[src/rtl/regfile_writeback.sv]
// GPR write-port arbiter: merges ALU results and buffered load responses into one
// registered write per cycle, and tracks per-register busy bits for hazard checks.
module regfile_writeback #(
    parameter int XLEN         = 32,
    parameter int NREG         = 32,
    parameter int LQ_DEPTH     = 2,
    parameter int STARVE_LIMIT = 4
) (
    input  logic            clk,
    input  logic            rst_n,
    input  logic            alu_valid,
    input  logic [4:0]      alu_rd,
    input  logic [XLEN-1:0] alu_data,
    output logic            alu_stall,
    input  logic            mem_valid,
    output logic            mem_ready,
    input  logic [4:0]      mem_rd,
    input  logic [XLEN-1:0] mem_data,
    input  logic            issue_valid,
    input  logic [4:0]      issue_rd,
    input  logic [4:0]      chk_rs1,
    input  logic [4:0]      chk_rs2,
    input  logic [4:0]      chk_rd,
    output logic            hazard,
    output logic            write_enable,
    output logic [4:0]      write_addr,
    output logic [XLEN-1:0] write_data
);

    localparam int PW = (LQ_DEPTH > 1) ? $clog2(LQ_DEPTH) : 1;
    localparam int CW = $clog2(LQ_DEPTH + 1);
    localparam int SW = $clog2(STARVE_LIMIT + 1);

    logic [4:0]      lq_rd_q   [LQ_DEPTH];
    logic [XLEN-1:0] lq_data_q [LQ_DEPTH];
    logic [PW-1:0]   wr_ptr_q, rd_ptr_q;
    logic [CW-1:0]   count_q, count_d;
    logic [NREG-1:0] busy_q, busy_d;
    logic [SW-1:0]   starve_q, starve_d;
    logic            alu_stall_q, alu_stall_d;
    logic            write_enable_q, write_enable_d;
    logic [4:0]      write_addr_q, write_addr_d;
    logic [XLEN-1:0] write_data_q, write_data_d;

    logic lq_empty, push, pop, alu_sel;
    logic [4:0] head_rd;

    assign lq_empty  = (count_q == '0);
    assign mem_ready = rst_n && (count_q < CW'(LQ_DEPTH));
    // Writes to x0 are accepted from the memory side but never occupy a FIFO slot.
    assign push      = mem_valid && mem_ready && (mem_rd != '0);
    assign alu_sel   = alu_valid && (alu_rd != '0) && !alu_stall_q;
    assign pop       = !alu_sel && !lq_empty;
    assign head_rd   = lq_rd_q[rd_ptr_q];

    assign hazard       = busy_q[chk_rs1] | busy_q[chk_rs2] | busy_q[chk_rd];
    assign alu_stall    = alu_stall_q;
    assign write_enable = write_enable_q;
    assign write_addr   = write_addr_q;
    assign write_data   = write_data_q;

    // NOTE: every always_comb output gets a default first so no path leaves it unassigned (no latch).
    always_comb begin
        write_enable_d = alu_sel || pop;
        write_addr_d   = write_addr_q;
        write_data_d   = write_data_q;
        if (alu_sel) begin
            write_addr_d = alu_rd;
            write_data_d = alu_data;
        end else if (pop) begin
            write_addr_d = head_rd;
            write_data_d = lq_data_q[rd_ptr_q];
        end

        count_d = count_q;
        if (push && !pop)      count_d = count_q + CW'(1);
        else if (pop && !push) count_d = count_q - CW'(1);

        // Clear first so a same-edge re-issue of the popped register keeps it busy.
        busy_d = busy_q;
        if (pop)                               busy_d[head_rd]  = 1'b0;
        if (issue_valid && (issue_rd != '0))   busy_d[issue_rd] = 1'b1;
        busy_d[0] = 1'b0;

        starve_d = starve_q;
        if (lq_empty || pop)                    starve_d = '0;
        else if (starve_q < SW'(STARVE_LIMIT))  starve_d = starve_q + SW'(1);
        alu_stall_d = (starve_d >= SW'(STARVE_LIMIT));
    end

    // NOTE: sequential state uses non-blocking assignments so every register samples pre-edge values.
    always_ff @(posedge clk) begin
        if (!rst_n) begin
            wr_ptr_q       <= '0;
            rd_ptr_q       <= '0;
            count_q        <= '0;
            busy_q         <= '0;
            starve_q       <= '0;
            alu_stall_q    <= 1'b0;
            write_enable_q <= 1'b0;
            write_addr_q   <= '0;
            write_data_q   <= '0;
        end else begin
            if (push) wr_ptr_q <= wr_ptr_q + PW'(1);
            if (pop)  rd_ptr_q <= rd_ptr_q + PW'(1);
            count_q        <= count_d;
            busy_q         <= busy_d;
            starve_q       <= starve_d;
            alu_stall_q    <= alu_stall_d;
            write_enable_q <= write_enable_d;
            write_addr_q   <= write_addr_d;
            write_data_q   <= write_data_d;
        end
    end

    // NOTE: FIFO storage is not reset; count_q alone decides which entries are meaningful.
    always_ff @(posedge clk) begin
        if (push) begin
            lq_rd_q[wr_ptr_q]   <= mem_rd;
            lq_data_q[wr_ptr_q] <= mem_data;
        end
    end

endmodule

[config.mk]
export PLATFORM = sky130hd
export DESIGN_NAME = regfile_writeback
export DESIGN_NICKNAME = d
export VERILOG_FILES = /design/src/rtl/regfile_writeback.sv
export SDC_FILE = /design/constraint.sdc
export NUM_CORES = 1
export LEC_CHECK = 0
export ABC_AREA = 0
export BUFFER_PORTS_ARGS = -buffer_cell sky130_fd_sc_hd__buf_2
export CAP_MARGIN = 20
export CORE_MARGIN = 2
export CORE_UTILIZATION = 42
export DETAILED_ROUTE_END_ITERATION = 10
export PLACE_DENSITY = 0.64
export SYNTH_ARGS = -nofsm -noshare
export SYNTH_HDL_FRONTEND = slang
export SYNTH_SLANG_ARGS = --single-unit
[constraint.sdc]
create_clock -name clk -period 3.3 [get_ports clk]
set_input_delay 0.66 -clock clk [delete_from_list [all_inputs] [get_ports clk]]
set_output_delay 0.66 -clock clk [all_outputs]
set_load 0.02 [all_outputs]
**Yosys cells after proc, flatten, opt, wreduce, memory -nomap -nowiden**

Memories as Yosys holds them, arrays and structs flattened. A register that Yosys moved wholly into a read port is not among the register bits.
Index checks and enable logic that the tools add are counted.

- Bits in registers: 78
- RAM bits: 74
- Input bits: 99
- Output and inout bits: 41
- Logic and storage cells: 82
- Memories kept: 2

- Add/subtract/negate cells: 5
- Magnitude comparators: 10
- Mux-type cells: 26
- Bitwise logic cells: 5
- Reduce and logical (&&, ||, !) cells: 24

Memories:

| memory | words | bits a word | read ports | clocked after Yosys merged registers in | write ports | RTL line | text |
|---|---|---|---|---|---|---|---|
| lq_data_q | 2 | 32 | 1 | 1 | 1 | 35 | `logic [XLEN-1:0] lq_data_q [LQ_DEPTH];` |
| lq_rd_q | 2 | 5 | 1 | 1 | 1 | 34 | `logic [4:0] lq_rd_q [LQ_DEPTH];` |

Operators by type and width:

| cell | count |
|---|---|
| two-way mux 32 bit | 4 |
| AND 32 bit | 1 |
| inverter 32 bit | 1 |
| bitwise OR 32 bit | 1 |
| < comparator 5 x 6 -> 1 bit, second input constant | 5 |
| binary-select mux 1 bit (select 5 bit) | 3 |
| nonzero test 5 bit | 3 |
| logical AND 1 bit | 11 |
| two-way mux 1 bit | 11 |
| demux 1 bit (select 5 bit) | 2 |
| >= comparator 5 x 1 -> 1 bit, second input constant | 2 |
| two-way mux 5 bit | 2 |
| two-way mux 3 bit | 2 |
| logical NOT 1 bit | 5 |
| two-way mux 2 bit | 2 |
| nonzero test 2 bit | 2 |
| adder 3 x 1 -> 3 bit, second input constant | 1 |
| >= comparator 3 bit, second input constant | 1 |
| < comparator 3 bit, second input constant | 1 |
| adder 1 bit, second input constant | 2 |
| adder 2 x 1 -> 2 bit, second input constant | 1 |
| logical NOT 2 bit | 1 |
| logical OR 1 bit | 2 |
| < comparator 2 bit, second input constant | 1 |
| 2 further kinds | 3 |

**Longest topological paths before layout**

Gate-level depths: netlist of the first run.

- Word-level depth: 9
- Depth in mapped cells: 8
- Depth with buffers taken out: 7

**Worst setup path before layout of the first run**

No wires, ideal clock.

- Path type: input-to-reg
- Start point: in rst_n
- End point: mem lq_data_q[0][0] (enable)
- Library setup time: 433 ps
- Arrival time: 2,852 ps
- Required time: 2,867 ps
- Setup slack: 15 ps
- Stages on the path: 3
- Buffers on the path: 0
- Path through: nor2b_1 > o211ai_1 > nor2_1

- Longest elaborated chain between the ends: 5

RTL lines:

| element | RTL line | text |
|---|---|---|
| start: declaration | 10 | `input logic rst_n,` |
| logical AND 1 bit | 49 | `assign mem_ready = rst_n && (count_q < CW'(LQ_DEPTH));` |
| logical AND 1 bit (2 in a row) | 51 | `assign push = mem_valid && mem_ready && (mem_rd != '0);` |
| two-way mux 1 bit | 118 | `if (push) begin` |
| two-way mux 1 bit (implied by the code) | 120 | `lq_data_q[wr_ptr_q] <= mem_data;` |
| end: declaration | 35 |  |

No other way between the ends.

**Worst setup path after layout of the first run**

- Start point: in chk_rd[2]
- End point: out hazard

- Longest elaborated chain between the ends: 3

RTL lines:

| element | RTL line | text |
|---|---|---|
| start: declaration | 23 | `input logic [4:0] chk_rd,` |
| binary-select mux 1 bit (select 5 bit) | 56 | `assign hazard = busy_q[chk_rs1] \| busy_q[chk_rs2] \| busy_q[chk_rd];` |
| two-way mux 1 bit (implied by the code) | 56 |  |
| bitwise OR 1 bit | 56 |  |
| end: declaration | 24 | `output logic hazard,` |

No other way between the ends. The select of a mux whose other input is x is not followed.

==> results of run 1 <==
state kept, by name, indices dropped and copies added (netlist names), 2 cells and up, named ones only:
name / cells
write_addr: 5
write_data: 32
lq_rd_q: 10
starve_q: 3
lq_data_q: 64
count_q: 2
busy_q: 31
power groups by stage:
stage	Combinational (W)	Clock (W)	Sequential, W
after floorplan	0.000915	0	0.00241
after global placement	0.00141	0	0.00231
after detailed placement	0.00143	0	0.00232
after CTS	0.00144	0.00193	0.00228
after global routing	0.00158	0.00200	0.00230
final	0.00143	0.00190	0.00228
stage by stage:
| stage | instance area, um2 | utilization | std cells |
|---|---|---|---|
| finish | 8360 | 0.524 | 972 |
| global route | 8350 | 0.524 | 971 |
| CTS | 8350 | 0.524 | 971 |
| detailed placement | 7760 | 0.487 | 939 |
| global placement | 7740 | 0.485 | 938 |
| floorplan | 6900 | - | 618 |
layout make-up:
cell class | instances | area [um2] | area share
Antenna cell | 1 | 2.50 | 0.000299
Clock buffer | 27 | 567 | 0.0678
Clock inverter | 5 | 30.0 | 0.00359
Inverter | 3 | 11.3 | 0.00135
Multi-Input combinational cell | 423 | 2950 | 0.353
Sequential cell | 151 | 3760 | 0.451
Tap cell | 216 | 270 | 0.0323
Timing Repair Buffer | 146 | 761 | 0.0910
kinds of logic (layout without fill, tap and decap cells):
kind of cell,Yosys count,in the layout
xor+xnor,3,3
compound gates,156,156
simple gates,187,187
flops,151,151
mux,75,75
buf+inv,44,181
fa+ha+maj,2,2
other cells,0,1
worst max-delay path, stage by stage:
cell	delay, ps
buf_2	240
mux2_2	380
a221oi_1	250
a2111oi_0	110
a211oi_1	270
nand4_1	120
buf_2	180
cell usage after synthesis, drive strengths merged (2+ instances only):
cell type | count | share of area
xnor2 | 2 | 0.0025
o211ai | 38 | 0.041
and2 | 8 | 0.0073
nand4 | 3 | 0.0027
o22ai | 2 | 0.0018
nor3b | 2 | 0.0022
or2 | 2 | 0.0018
o21ai | 34 | 0.026
clkbuf | 22 | 0.012
mux2i | 51 | 0.074
nor2b | 6 | 0.0054
nor3 | 3 | 0.0022
nand3b | 3 | 0.0033
edfxtp | 74 | 0.32
a21boi | 69 | 0.075
ha | 2 | 0.0036
nor4b | 2 | 0.0025
a21oi | 2 | 0.0015
nand2b | 8 | 0.0073
mux4 | 14 | 0.046
inv | 3 | 0.0016
dfxtp | 77 | 0.22
nor2 | 20 | 0.011
nand3 | 12 | 0.010
or4 | 2 | 0.0027
nand2 | 113 | 0.061
o21a | 2 | 0.0022
mux2 | 10 | 0.016
buf | 19 | 0.015
worst max-delay path by stage:
stage,startpoint,end,depth (start not counted)
3_3_place_gp,chk_rs2[1],hazard,7
3_5_place_dp,chk_rd[2],hazard,7
4_1_cts,chk_rd[2],hazard,7
2_1_floorplan,rst_n,lq_data_q[0][0]$_DFFE_PP_,3
5_1_grt,chk_rd[2],hazard,7
6_report,chk_rd[2],hazard,7
routing by layer:
layer / global-route usage / part of all wire / vias to the layer above
met5: 0 / 0.00069 / -
met4: 0.0864 / 0.028 / 2
met3: 0.0627 / 0.075 / 33
met2: 0.331 / 0.46 / 172
met1: 0.251 / 0.43 / 2471
li1: - / - / 2524
==> metrics.txt, run 1 <==
post-synthesis simple-gate area fraction=0.123; P per Cell Area=671 nW/um2; most frequent cells in the layout=buf_2, nand2_1, dfxtp_1; Critical Path Source Type=input pin; CTS Root Cell=clkbuf_16; Starting Density=0.433; # DRC=0; Core Footprint=15900 um2; Synth Area in Adders=0.00363; period utilization=0.870; fill count=1449; antenna violations before repair=3; synthesized netlist cell count=around 620; post-CTS sizing=0; post-CTS setup buffer count=0; DR vias/cell=5.35; Reg-to-Reg Start=starve_q[2]$_SDFF_PN0_; final net count=843; switching share of power=0.309; most common cell after layout, fill and taps aside=buf_2; Pre-antenna DRT Iters=5; RSZ-0062 raised after global routing=false; largest family of logic cells by synthesized area=compound AO/OA/AOI/OAI gates; Synth cell types=between 40 and 50; Clock power frac=0.339; first-pass GRT wire length=28.1 mm; Main synth FF type=dfxtp_1; Logic pwr share=0.254; r2r endpoint=starve_q[0]$_SDFF_PN0_; synthesis-to-finish area growth=21.1%; Worst Hold Class=input pin to register; number of global-route vias before repair=around 5400; All-Layer GR Usage=0.204; Final Worst Setup Slack=428 ps; number of core rows=46; Hold EP=lq_data_q[0][12]$_DFFE_PP_; Worst-path clk slew=60 ps; peak supply drop=0.426 mV; via count=~5200; Port Buffer Count=between 100 and 150; # hold bufs at CTS=0; Worst-Margin Slew=949 ps; Critical Setup Path Class=input pin to primary output; Avg WL per Cell=17.8 um; RD Place Congestion=just over 0.9; HP Start=mem_data[12]; Clock Latency Late Sink=420 ps; Critical Path RT=2640 ps; switching power of the nets=0.00173 W; clock skew=8.56 ps; DRT iter0 DRCs=216; Worst Path Max Fanout=10; # IOs=between 100 and 150; Num CTS Buffers=17; Hold Path Depth=1; Seq cells post-synth=151; Final ANT Viol Nets=0; mean post-synth cell area=11.2 um2; CTS HTree Levels=4; FF-to-FF setup slack=1160 ps; die height=132 um; Syn Nets=719; max cap viols=0; share of cells above drive strength 1=0.275; Synth warnings=0; TritonCTS clock tree=built; R2R depth=5; drt total wl=17.3 mm; Final Setup Violations=0; die area=17500 um2; max-slew violation count=0; Fin. Hold Viols=0; post-synthesis async set-or-reset flop share=0; CP Capture Type=primary output; multiplexer area fraction after synthesis=0.136; Post-Synth XOR/XNOR Area=0.00381; largest net degree at the start of global routing=76; sequential power share=0.407; Compound-Gate Fraction of Synth Area=0.160; post-synthesis sequential area ratio=0.546; total chip power=~0.0056 W; Max Clk Rate=348 MHz; Mapped Area=6900 um2; GR Overflow Total=0; clk sinks=between 150 and 200; Pleak=3.10 nW; number of synthesized flops with an enable pin=74; Max clock buf depth=2; Die W=132 um; detailed placement HPWL=12.3 mm; run status=finished, final reports clean; post-layout min period=about 2900 ps; slew margin rel.=0.367; WHS=426 ps; Fin Setup TNS=0 ps; internal power=between 0.003 and 0.004 W; DP Worst Slack=398 ps; critical path arrival=approximately 2200 ps
(Power assumes the default switching activity.)
==> run 2, diff against run 1 <==
--- a/config.mk
+++ b/config.mk
@@ -9,9 +9,9 @@
 export BUFFER_PORTS_ARGS = -buffer_cell sky130_fd_sc_hd__buf_2
 export CAP_MARGIN = 20
 export CORE_MARGIN = 2
-export CORE_UTILIZATION = 42
+export CORE_UTILIZATION = 27
 export DETAILED_ROUTE_END_ITERATION = 10
-export PLACE_DENSITY = 0.64
+export PLACE_DENSITY = 0.45
 export SYNTH_ARGS = -nofsm -noshare
 export SYNTH_HDL_FRONTEND = slang
 export SYNTH_SLANG_ARGS = --single-unit
==> run 2 against run 1 <==
Effect of this change:
- count of clock-buffer cells in the layout down 10
- highest routed layer unchanged
- critical endpoint unchanged
- sequential share of layout area is 0.57 points lower
- clock skew grew 1.1 ps
- final cell count rose by 12%
- sequential cell count stayed put
- register-to-register slack improved by 120 ps
- worst hold slack got worse by 1.5 ps
- routed wire length up 12%
==> metrics.txt, run 2 (synthesis results as in run 1) <==
die height=164 um (+24%); slew margin rel.=0.333 (-0.0344); Largest register FFs=64 (unchanged); Port Buffer Count=139 (unchanged); synthesis-to-finish area growth=22.7%; RD Place Congestion=0.874 (-6.2%); largest net degree at the start of global routing=76 (unchanged); antenna violations before repair=8 (+5); TritonCTS clock tree=built; final net count=843 (unchanged); critical path arrival=2340 ps (+130 ps); post-CTS setup buffer count=0 (unchanged); Pleak=3.08 nW (-0.76%); fill count=2639 (+82%); Num CTS Buffers=17 (unchanged); Final Core Density=0.337 (-0.187); share of cells above drive strength 1=0.278 (+0.00265); CP Capture Type=primary output; Fin Setup TNS=0 ps (unchanged); GR Overflow Total=0 (unchanged); detailed placement HPWL=13.9 mm (+13%); Starting Density=0.275 (-0.158); Critical Setup Path Class=input pin to primary output; Critical Path RT=2640 ps (about the same); first-pass GRT wire length=30.2 mm (+7.4%); run status=finished, final reports clean; DR vias/cell=4.81 (-10%); peak supply drop=0.341 mV (-20%); number of global-route vias before repair=5448 (+0.26%); # IOs=140 (unchanged); Fin. Hold Viols=0 (unchanged); # DRC=0 (unchanged); max cap viols=0 (unchanged); clock skew=9.71 ps (+1.15 ps); P per Cell Area=660 nW/um2 (-1.6%); most common cell after layout, fill and taps aside=buf_2; FF-to-FF setup slack=1280 ps (+120 ps); Max Clk Rate=333 MHz (-4.4%); Worst Path Max Fanout=11 (+1); Final Setup Violations=0 (unchanged); max-slew violation count=0 (unchanged); DRT iter0 DRCs=307 (+42%); clk sinks=151 (unchanged); post-CTS sizing=0 (unchanged); most frequent cells in the layout=buf_2, nand2_1, dfxtp_1; Avg WL per Cell=17.8 um (-0.11%); Critical Path Source Type=input pin; Die W=164 um (+24%); Clock Latency Late Sink=420 ps (about the same); CTS Root Cell=clkbuf_16; drt total wl=19.4 mm (+12%); All-Layer GR Usage=0.148 (-0.0557); Worst-Margin Slew=1000 ps (+51.7 ps); number of core rows=58 (+26%); # hold bufs at CTS=0 (unchanged); Hold Path Depth=1 (unchanged); period utilization=0.910 (+0.0396); Max clock buf depth=2 (unchanged); RSZ-0062 raised after global routing=false; R2R depth=4 (-1); Worst-path clk slew=60 ps (about the same); Final ANT Viol Nets=0 (unchanged); Worst Hold Class=register to register; post-layout min period=3000 ps (+131 ps); die area=26800 um2 (+54%); CTS HTree Levels=4 (unchanged); Pre-antenna DRT Iters=4 (-1); Largest Register=lq_data_q; Core Footprint=25100 um2 (+57%); via count=5241 (+0.75%)
-- run 2: cell count changes in the layout (fill, tap and decap cells not counted), moves of 2 or more --
cell       previous run  this run
diode_2               1         4
inv_6                 0         6
clkbuf_8              4         0
clkinv_4              1         3
clkbuf_16            20        17
clkbuf_1              3         0
-- run 2: per-stage QoR --
stage          hold WS [ps]  area, um2  cells  power [W]  worst slack (ps)
2_1_floorplan           399       6900    618    0.00333              15.5
3_3_place_gp            406       7890   1053    0.00378               339
3_5_place_dp            419       7890   1053    0.00379               301
4_1_cts                 403       8450   1085    0.00567               298
5_1_grt                 401       8460   1086    0.00591               126
6_report                425       8460   1089    0.00559               297
-- run 2: path summary, 6_finish.rpt --
kind / startpoint / endpoint
worst max-delay path: chk_rs1[2] / hazard
worst min-delay path: starve_q[0]$_SDFF_PN0_ / starve_q[0]$_SDFF_PN0_
worst max register to register: count_q[1]$_SDFFE_PN0P_ / lq_data_q[1][2]$_DFFE_PP_
worst min register to register: starve_q[0]$_SDFF_PN0_ / starve_q[0]$_SDFF_PN0_
-- run 2: final cells by class --
cell class	count	area, um2	share of cell area
clock buffers	17	425	0.0503
flip-flops and latches	151	3760	0.445
clock inverters	15	141	0.0167
well taps	330	413	0.0488
multi-input cells	423	2950	0.348
inverters	3	11.3	0.00133
repair buffers	146	748	0.0884
diodes	4	10.0	0.00118
-- run 2: layer usage --
metal / global-route usage / share of wire / vias to the layer above
met4: 0.0470 / 0.016 / 8
li1: - / - / 2526
met3: 0.0530 / 0.072 / 27
met1: 0.191 / 0.45 / 2519
met2: 0.231 / 0.46 / 161
met5: 0 / 0.0017 / -
-- run 2: critical path, cell delays in order --
cell and delay (ps):
buf_2 280, mux4_2 560, nand4b_1 120, nand2_1 60, nor4_1 340, nand4_1 140
buf_2 170
-- run 2: report_power, final --
group / total [W] / internal (W) / switching, W
registers: 0.00229 / 0.00218 / 0.000109
logic: 0.00144 / 0.000516 / 0.000925
clock network: 0.00186 / 0.00105 / 0.000808
total: 0.00559 / 0.00375 / 0.00184
